File: src/rtl/nn_pkg.sv
// Shared types for the nn_io_sequencer block: the host-side handshake FSM states.
package nn_pkg;

    typedef enum logic [1:0] {
        LOAD  = 2'd0,
        REQ   = 2'd1,
        REL   = 2'd2,
        DRAIN = 2'd3
    } nn_io_state_e;

endpackage

File: src/rtl/nn_out_ram.sv
// Output activation storage: one network-facing write/read port with a registered read,
// plus a registered drain read port. Out-of-range writes are dropped and reads return 0.
module nn_out_ram #(
    parameter int Depth     = 4,
    parameter int DataWidth = 8,
    parameter int AddrWidth = 6,
    parameter int IdxWidth  = 2
) (
    input  logic                 clk_i,
    input  logic                 reset_i,
    input  logic                 wr_en_i,
    input  logic [AddrWidth-1:0] addr_i,
    input  logic [DataWidth-1:0] wr_data_i,
    output logic [DataWidth-1:0] rd_data_o,
    input  logic [IdxWidth-1:0]  drain_addr_i,
    output logic [DataWidth-1:0] drain_data_o
);

    logic [DataWidth-1:0] mem_q [Depth];
    logic [DataWidth-1:0] rd_mux;
    logic [DataWidth-1:0] drain_mux;
    logic [DataWidth-1:0] rd_q;
    logic [DataWidth-1:0] drain_q;

    // Address decode by comparison, so addresses beyond Depth match no entry.
    always_ff @(posedge clk_i or posedge reset_i) begin
        if (reset_i) begin
            for (int i = 0; i < Depth; i++) begin
                mem_q[i] <= '0;
            end
        end else begin
            for (int i = 0; i < Depth; i++) begin
                if (wr_en_i && (addr_i == AddrWidth'(i))) begin
                    mem_q[i] <= wr_data_i;
                end
            end
        end
    end

    always_comb begin
        rd_mux    = '0;
        drain_mux = '0;
        for (int i = 0; i < Depth; i++) begin
            if (addr_i == AddrWidth'(i)) begin
                rd_mux = mem_q[i];
            end
            if (drain_addr_i == IdxWidth'(i)) begin
                drain_mux = mem_q[i];
            end
        end
    end

    // Reads sample the pre-write contents, so a same-cycle read/write returns old data.
    always_ff @(posedge clk_i or posedge reset_i) begin
        if (reset_i) begin
            rd_q    <= '0;
            drain_q <= '0;
        end else begin
            rd_q    <= rd_mux;
            drain_q <= drain_mux;
        end
    end

    assign rd_data_o    = rd_q;
    assign drain_data_o = drain_q;

endmodule

File: src/rtl/nn_io_sequencer.sv
// Host-side sequencer: loads the network input RAM, runs the 4-phase req/ack handshake,
// serves the network's output RAM and streams the results. Optional argmax: NN_IO_ARGMAX_EN.
module nn_io_sequencer
    import nn_pkg::*;
#(
    parameter int  InputWidth     = 49,
    parameter int  NumOutputLayer = 4,
    parameter int  DataWidth      = 8,
    parameter int  AddrWidth      = $clog2(InputWidth),
    localparam int OutIdxWidth    = (NumOutputLayer > 1) ? $clog2(NumOutputLayer) : 1
) (
    input  logic                 clk_i,
    input  logic                 reset_i,
    input  logic                 in_valid_i,
    output logic                 in_ready_o,
    input  logic [DataWidth-1:0] in_data_i,
    output logic                 nn_req_o,
    input  logic                 nn_ack_i,
    output logic                 actv_in_ram_we_o,
    output logic [AddrWidth-1:0] actv_in_ram_addr_o,
    output logic [DataWidth-1:0] actv_in_ram_din_o,
    input  logic [AddrWidth-1:0] actv_out_ram_addr_i,
    input  logic                 actv_out_ram_we_i,
    input  logic [DataWidth-1:0] actv_out_ram_din_i,
    output logic [DataWidth-1:0] actv_out_ram_dout_o,
    output logic                 out_valid_o,
    input  logic                 out_ready_i,
    output logic [DataWidth-1:0] out_data_o,
    output logic                 out_last_o,
    output logic                 busy_o
`ifdef NN_IO_ARGMAX_EN
    ,
    output logic [OutIdxWidth-1:0] class_o,
    output logic                   class_valid_o
`endif
);

    localparam logic [AddrWidth-1:0]   LoadLast  = AddrWidth'(InputWidth - 1);
    localparam logic [OutIdxWidth-1:0] DrainLast = OutIdxWidth'(NumOutputLayer - 1);

    nn_io_state_e           state_q, state_d;
    logic [AddrWidth-1:0]   load_cnt_q, load_cnt_d;
    logic [OutIdxWidth-1:0] drain_cnt_q, drain_cnt_d;
    logic                   in_fire;
    logic                   out_fire;
    logic [DataWidth-1:0]   drain_word;

    assign in_ready_o = (state_q == LOAD);
    assign in_fire    = in_valid_i && in_ready_o;
    assign out_fire   = out_valid_o && out_ready_i;

    // Handshake-driven outputs are decoded straight from the state register.
    assign nn_req_o           = (state_q == REQ);
    assign busy_o             = (state_q != LOAD);
    assign out_valid_o        = (state_q == DRAIN);
    assign out_last_o         = out_valid_o && (drain_cnt_q == DrainLast);
    assign out_data_o         = out_valid_o ? drain_word : '0;
    assign actv_in_ram_we_o   = in_fire;
    assign actv_in_ram_addr_o = load_cnt_q;
    assign actv_in_ram_din_o  = in_fire ? in_data_i : '0;

    always_comb begin
        state_d     = state_q;
        load_cnt_d  = load_cnt_q;
        drain_cnt_d = drain_cnt_q;
        case (state_q)
            LOAD: begin
                if (in_fire) begin
                    if (load_cnt_q == LoadLast) begin
                        load_cnt_d = '0;
                        state_d    = REQ;
                    end else begin
                        load_cnt_d = load_cnt_q + 1'b1;
                    end
                end
            end
            REQ: begin
                if (nn_ack_i) begin
                    state_d = REL;
                end
            end
            REL: begin
                if (!nn_ack_i) begin
                    state_d     = DRAIN;
                    drain_cnt_d = '0;
                end
            end
            DRAIN: begin
                if (out_fire) begin
                    if (drain_cnt_q == DrainLast) begin
                        drain_cnt_d = '0;
                        state_d     = LOAD;
                    end else begin
                        drain_cnt_d = drain_cnt_q + 1'b1;
                    end
                end
            end
            default: state_d = LOAD;
        endcase
    end

    always_ff @(posedge clk_i or posedge reset_i) begin
        if (reset_i) begin
            state_q     <= LOAD;
            load_cnt_q  <= '0;
            drain_cnt_q <= '0;
        end else begin
            state_q     <= state_d;
            load_cnt_q  <= load_cnt_d;
            drain_cnt_q <= drain_cnt_d;
        end
    end

    // Drain port is addressed with the next index so the word is ready when DRAIN shows it.
    nn_out_ram #(
        .Depth    (NumOutputLayer),
        .DataWidth(DataWidth),
        .AddrWidth(AddrWidth),
        .IdxWidth (OutIdxWidth)
    ) u_out_ram (
        .clk_i       (clk_i),
        .reset_i     (reset_i),
        .wr_en_i     (actv_out_ram_we_i),
        .addr_i      (actv_out_ram_addr_i),
        .wr_data_i   (actv_out_ram_din_i),
        .rd_data_o   (actv_out_ram_dout_o),
        .drain_addr_i(drain_cnt_d),
        .drain_data_o(drain_word)
    );

`ifdef NN_IO_ARGMAX_EN
    logic signed [DataWidth-1:0] max_q;
    logic [OutIdxWidth-1:0]      max_idx_q;
    logic [OutIdxWidth-1:0]      class_q;
    logic                        class_valid_q;
    logic                        take_new;
    logic [OutIdxWidth-1:0]      best_idx;

    // Strict greater-than keeps the lowest index on ties.
    assign take_new = (drain_cnt_q == '0) || ($signed(drain_word) > max_q);
    assign best_idx = take_new ? drain_cnt_q : max_idx_q;

    always_ff @(posedge clk_i or posedge reset_i) begin
        if (reset_i) begin
            max_q         <= '0;
            max_idx_q     <= '0;
            class_q       <= '0;
            class_valid_q <= 1'b0;
        end else begin
            class_valid_q <= out_fire && out_last_o;
            if (out_fire) begin
                if (take_new) begin
                    max_q <= $signed(drain_word);
                end
                max_idx_q <= best_idx;
                if (out_last_o) begin
                    class_q <= best_idx;
                end
            end
        end
    end

    assign class_o       = class_q;
    assign class_valid_o = class_valid_q;
`endif

endmodule

File: config.mk
export PLATFORM = sky130hd
export DESIGN_NAME = nn_io_sequencer
export DESIGN_NICKNAME = d
export VERILOG_FILES = /design/src/rtl/nn_pkg.sv /design/src/rtl/nn_out_ram.sv /design/src/rtl/nn_io_sequencer.sv
export SDC_FILE = /design/constraint.sdc
export NUM_CORES = 1
export LEC_CHECK = 0
export BUFFER_PORTS_ARGS = -buffer_cell sky130_fd_sc_hd__buf_4
export CORE_ASPECT_RATIO = 0.9
export CORE_MARGIN = 10
export CORE_UTILIZATION = 45
export CTS_CLUSTER_DIAMETER = 50
export DETAILED_ROUTE_END_ITERATION = 8
export PLACE_DENSITY = 0.68
export SLEW_MARGIN = 40
export SYNTH_ARGS = -nofsm -noshare
export SYNTH_HDL_FRONTEND = slang
export SYNTH_SLANG_ARGS = --single-unit
File: constraint.sdc
create_clock -name clk_i -period 2.3 [get_ports clk_i]
set_input_delay 0 -clock clk_i [delete_from_list [all_inputs] [get_ports clk_i]]
set_output_delay 0 -clock clk_i [all_outputs]
set_load 0.005 [all_outputs]
### After elaboration in Yosys (flattened, before gate mapping)

Cells that the tools add are included.

| word-level totals | value |
|---|---|
| word-level logic and storage cells | 63 |
| bits in registers | 58 |
| input bits | 28 |

| operators by class | value |
|---|---|
| equality and inequality tests | 17 |
| $add $sub $neg | 2 |
| mux-type cells | 22 |
| reductions and logical operators | 13 |

Operators with widths:

| cell | number |
|---|---|
| 8-bit two-way mux | 10 |
| 2-bit two-way mux | 9 |
| 6-bit by 2-bit equality test with 1-bit output, second input constant | 2 |
| 2-bit equality test, second input constant | 5 |
| 2-bit by 1-bit != test with 1-bit output, second input constant | 5 |
| 2-bit one-hot mux with 4 select lines | 1 |
| 1-bit logical AND | 7 |
| 6-bit by 1-bit adder with 6-bit output, second input constant | 1 |
| 6-bit by 1-bit equality test with 1-bit output, second input constant | 1 |
| 6-bit equality test, second input constant | 1 |
| 6-bit zero test | 1 |
| 6-bit two-way mux | 1 |
| 6-bit AND reduction | 1 |
| 2-bit by 1-bit equality test with 1-bit output, second input constant | 2 |
| 2-bit zero test | 2 |
| 2-bit one-hot mux with 2 select lines | 1 |
| 2-bit by 1-bit adder with 2-bit output, second input constant | 1 |
| 2-bit != test, second input constant | 1 |
| 2-bit AND reduction | 1 |
| 2-bit nonzero test | 1 |

### Depth between registers and ports, before layout

| logic depth | value |
|---|---|
| depth after elaboration | 9 |
| depth in mapped cells | 8 |
| depth with buffers taken out | 7 |

### Hierarchy

Synthesis repeated with hierarchy kept, for this count alone.

| second synthesis, totals | value |
|---|---|
| cell total of the unflattened synthesis | 202 |
| area total of the unflattened synthesis | 2835.2 um^2 |

Modules (own cells, without submodules):

| module | seq. area each (um^2) | cells an instance | instances | area each (um^2) |
|---|---|---|---|---|
| nn_out_ram | 1201.2 | 119 | 1 | 2100.8 |
| nn_io_sequencer | 250.2 | 83 | 1 | 734.5 |

### Least setup slack after synthesis

Ideal clock, no wire load.

| timing | value |
|---|---|
| path kind | flip-flop to flip-flop |
| start point | register drain_cnt_q[0] |
| end point | register u_out_ram.drain_q[6], in the netlist u_out_ram.drain_data_o[6] |
| arrival | 1.822 ns |
| setup slack | 0.336 ns |
| clock period less this slack | 1.964 ns |
| library setup time | 0.142 ns |
| cell stages (with the launch flop) | 8 |
| path buffers | 2 |
| required time | 2.158 ns |
| path through | dfrtp_1 > ha_1 > mux2_2 > a32oi_1 > buf_2 > buf_2 > mux2i_1 > mux2i_1 |

| on the way | value |
|---|---|
| word-level cells in the longest chain between the ends | 9 |

RTL lines:

| item | line | source |
|---|---|---|
| start, declared | nn_io_sequencer.sv:43 | `logic [OutIdxWidth-1:0] drain_cnt_q, drain_cnt_d;` |
| start signal, assigned | nn_io_sequencer.sv:110 | `drain_cnt_q <= drain_cnt_d;` |
| 2-bit by 1-bit adder with 2-bit output or 2-bit equality test (tied branches) | nn_io_sequencer.sv:94, nn_io_sequencer.sv:90 |  |
| 2-bit two-way mux | nn_io_sequencer.sv:90 | `if (drain_cnt_q == DrainLast) begin` |
| 2-bit two-way mux | nn_io_sequencer.sv:89 | `if (out_fire) begin` |
| 2-bit one-hot mux with 2 select lines * | nn_io_sequencer.sv:66 | `case (state_q)` |
| 2-bit zero test | nn_out_ram.sv:47 | `if (drain_addr_i == IdxWidth'(i)) begin` |
| 8-bit two-way mux (3 in a row) | nn_out_ram.sv:47 |  |
| 8-bit two-way mux * | nn_out_ram.sv:47 |  |
| net u_out_ram.drain_mux[6] | nn_out_ram.sv:21 | `logic [DataWidth-1:0] drain_mux;` |
| end signal, assigned | nn_out_ram.sv:60 | `drain_q <= drain_mux;` |
| end, declared | nn_out_ram.sv:23 | `logic [DataWidth-1:0] drain_q;` |

Mark *: on every way through the listed nets, which the timed path passes. The rest lies on a longest branch.
A chain may end at the register's enable or synchronous reset.

### Worst setup path after layout

| timing | value |
|---|---|
| start point | register drain_cnt_q[0] |
| end point | register u_out_ram.drain_q[2], in the netlist u_out_ram.drain_data_o[2] |

The elaborated chain is that of the path after synthesis.

==> metrics.md <==
| Metric | Value |
|---|---|
| Status | completed |
| Layout Nets | around 340 |
| Final period util | 83.46% |
| Seq pwr share | 40.5% |
| Root Driver | clkbuf_8 |
| # placed instances | 375 |
| Number of synthesized flops with an enable pin | 0 |
| Grt ovf | 0 |
| Worst min-delay path category | primary input to register |
| Library cells used by synthesis | 33 |
| Routability Congestion | 0.7872 |
| Netlist Area Pre-Place | between 0.002 and 0.003 sq mm |
| Relative slew slack | a little under three fifths |
| Final Non-Filler Cells | 399 |
| Slew @ Worst Pin | roughly 640 ps |
| Comb pwr share | about a third |
| Wirelength per Cell | 16.90 microns |
| Synth Instances | approximately 230 |
| Switching power | approximately 1.1 mW |
| Initial Util | between 40% and 50% |
| Cell Int Power | approximately 2.4 mW |
| Synth warn | 0 |
| Most common cell in the netlist | dfrtp_1 |
| Row count | 27 |
| Max clock buf depth | 2 |
| Sw Share | 31.54% |
| Die area | 0.009988 sq mm |
| Max-Cap Viols | 0 |
| Initial DRT Pass Iterations | 4 |
| Clock Skew | about 4.1 ps |
| Final max-slew violation count | 0 |
| CP Capture Type | register |
| Post-place setup slack | 396.5 ps |
| Worst-path clk slew | 60 ps |
| PortBufs | 63 |
| Worst EP arrival | 2110 ps |
| First-pass GRT wire length | 10760 microns |
| GR Util All Layers | 13.66% |
| Max FO, Critical Path | 17 |
| CTS tree | built |
| Fillers | 526 |
| Multi-input gate area | 0.001340 sq mm |
| DRT Wirelength | 6742 microns |
| Worst endpoint required time | 2490 ps |
| Net count after synthesis | 260 |
| Die Ht | 95.82 microns |
| Asr flop ratio synth | 100.0% |
| Largest net degree at the start of global routing | 31 |
| Setup_tns | 0 ps |
| FF+latch area | 0.001451 sq mm |
| Hold Violations, Final | 0 |
| IO Count | 64 |
| Fmax | 520.9 MHz |
| Total number of vias | 2001 |
| H-tree Lvls | 3 |
| DRC errors left | 0 |
| Final setup fails | 0 |
| Pwr dens | approximately 940 mW/mm^2 |
| Number of global-route vias before repair | 2081 |
| Unrepaired setup endpoints after global routing | false |
| List of most frequent post-synthesis cells | dfrtp_1, mux2_2, mux2i_1, a22oi_1, nand2_1 |
| Clk_lat worst skew | 330 ps |
| Top FF cell, synth | dfrtp_1 |
| Ant diodes | 0 |
| Core footprint | 0.006148 sq mm |
| TritonCTS buffer count | 9 |
| Synth area leaders | dfrtp_1, mux2_2, mux2i_1 |
| Initial antenna violation count | 0 |
| P_leak | 2.010 nW |
| Die Width | 104.2 microns |
| CP Launch Type | register |
| Initial DRC Count | approximately 110 |
| Post-route ant nets | 0 |
| Worst hold margin | 96.45 ps |
| #FFs+latches synth | 58 |
| Layout cell share with drive strength beyond 1 | approximately two fifths |
| Min cycle time layout | 1920 ps |
| Drt via density | 5.015 |
| Post-DP HPWL | about 4800 microns |
| Final worst setup slack | 380.3 ps |
| Clock share of power | between 20 and 30% |
| Area grow syn2layout | 30.52% |
| Worst VDD drop | 0.5511 mV |
| Register area share after synthesis | 50.50% |
| Synth area leader | dfrtp_1 |
| Share of the synthesized area in the top cell type | 50.50% |
| Clock sink total | 58 |
| Post-layout util | 61.01% |
| Crit Path Category | register to register |
| Syn Area/Cell | 12.77 sq um |
## state kept, by name, summed over array words and instances (netlist names)
signal,flops
drain_cnt_q,2
u_out_ram.drain_data_o,8
u_out_ram.mem_q,32
u_out_ram.rd_data_o,8
state_q,2
actv_in_ram_addr_o,6
## kinds of logic after synthesis
logic type      count (synthesis)  synth area share (%)
mux                            59                 23.12
flops                          58                 50.50
simple gates                   55                 12.62
compound gates                 28                 7.270
buf+inv                        17                 3.135
fa+ha+maj                       7                 3.047
xor+xnor                        1                0.3048
## cell usage in the layout (no fill, tap or decap), drive strengths merged
| cell type | n |
|---|---|
| dlygate4sd3 | 9 |
| a32oi | 1 |
| nand4 | 2 |
| o32a | 1 |
| and2 | 11 |
| nor2b | 1 |
| nor3b | 1 |
| nor2 | 3 |
| a21o | 3 |
| a221o | 1 |
| nand2b | 2 |
| a21oi | 1 |
| clkinv | 2 |
| a22oi | 16 |
| bufinv | 1 |
| nor3 | 7 |
| xnor2 | 1 |
| dfrtp | 58 |
| clkbuf | 12 |
| and3 | 10 |
| nand2 | 16 |
| buf | 70 |
| or4 | 1 |
| mux2 | 35 |
| inv | 10 |
| o21ai | 3 |
| mux2i | 24 |
| a22o | 2 |
| nand3 | 1 |
| ha | 7 |
## metal layers
metal	wire [microns]	part of all wire (%)	track usage (%)
met4	55	0.82	4.167
met2	3287	49	22.73
met3	324	4.8	4.876
met1	3074	46	16.51
met5	0	0	0
## worst max-delay path, cell delays in order (launching register included)
cell     delay (ps)
dfrtp_1         410
ha_1            290
mux2_2          270
a32oi_2         140
buf_4           320
mux2i_1         240
mux2i_1         100
## worst paths after layout
kind                            depth (start not counted)                                   to  slack, ps                            start
worst max-delay path                                    6  u_out_ram.drain_data_o[2]$_DFF_PP0_        380         drain_cnt_q[0]$_DFF_PP0_
worst min-delay path                                    3    actv_in_ram_addr_o[0]$_DFFE_PP0P_        100                       in_valid_i
worst max register to register                          6  u_out_ram.drain_data_o[2]$_DFF_PP0_        380         drain_cnt_q[0]$_DFF_PP0_
worst min register to register                          2     u_out_ram.rd_data_o[3]$_DFF_PP0_        520  u_out_ram.mem_q[19]$_DFFE_PP0P_
max in group asynchronous                               4       u_out_ram.mem_q[3]$_DFFE_PP0P_       1410                          reset_i
min in group asynchronous                               3     u_out_ram.rd_data_o[4]$_DFF_PP0_        310                          reset_i
## power groups by stage
stage          Clock, mW  Combinational [mW]  Sequential [mW]
3_3_place_gp           0                1.18             1.44
4_1_cts            0.921                1.22             1.43
5_1_grt            0.973                1.33             1.46
2_1_floorplan          0               0.766             1.40
3_5_place_dp           0                1.20             1.45
6_report           0.902                1.20             1.43
## what timing repair did
item                                   4_1_cts  5_1_grt
setup buffers                                0        0
gates resized for setup                      0        0
endpoints found under the hold margin       60        0
hold buffers                                 9        0
## stage by stage
step                      area, sq um  total power [mW]
after CTS                        3751             3.571
final                            3751             3.532
after detailed placement         3476             2.649
after floorplan                  2874             2.163
after global routing             3751             3.760
after global placement           3476             2.614
## final cells by class
class	instances	area share [%]
Sequential cell	58	38.69
Multi-Input combinational cell	150	35.72
Timing Repair Buffer	79	16.74
Clock buffer	12	3.869
Tap cell	87	2.902
Clock inverter	3	1.067
Inverter	10	1.001
Power figures use the tool's default switching activity.
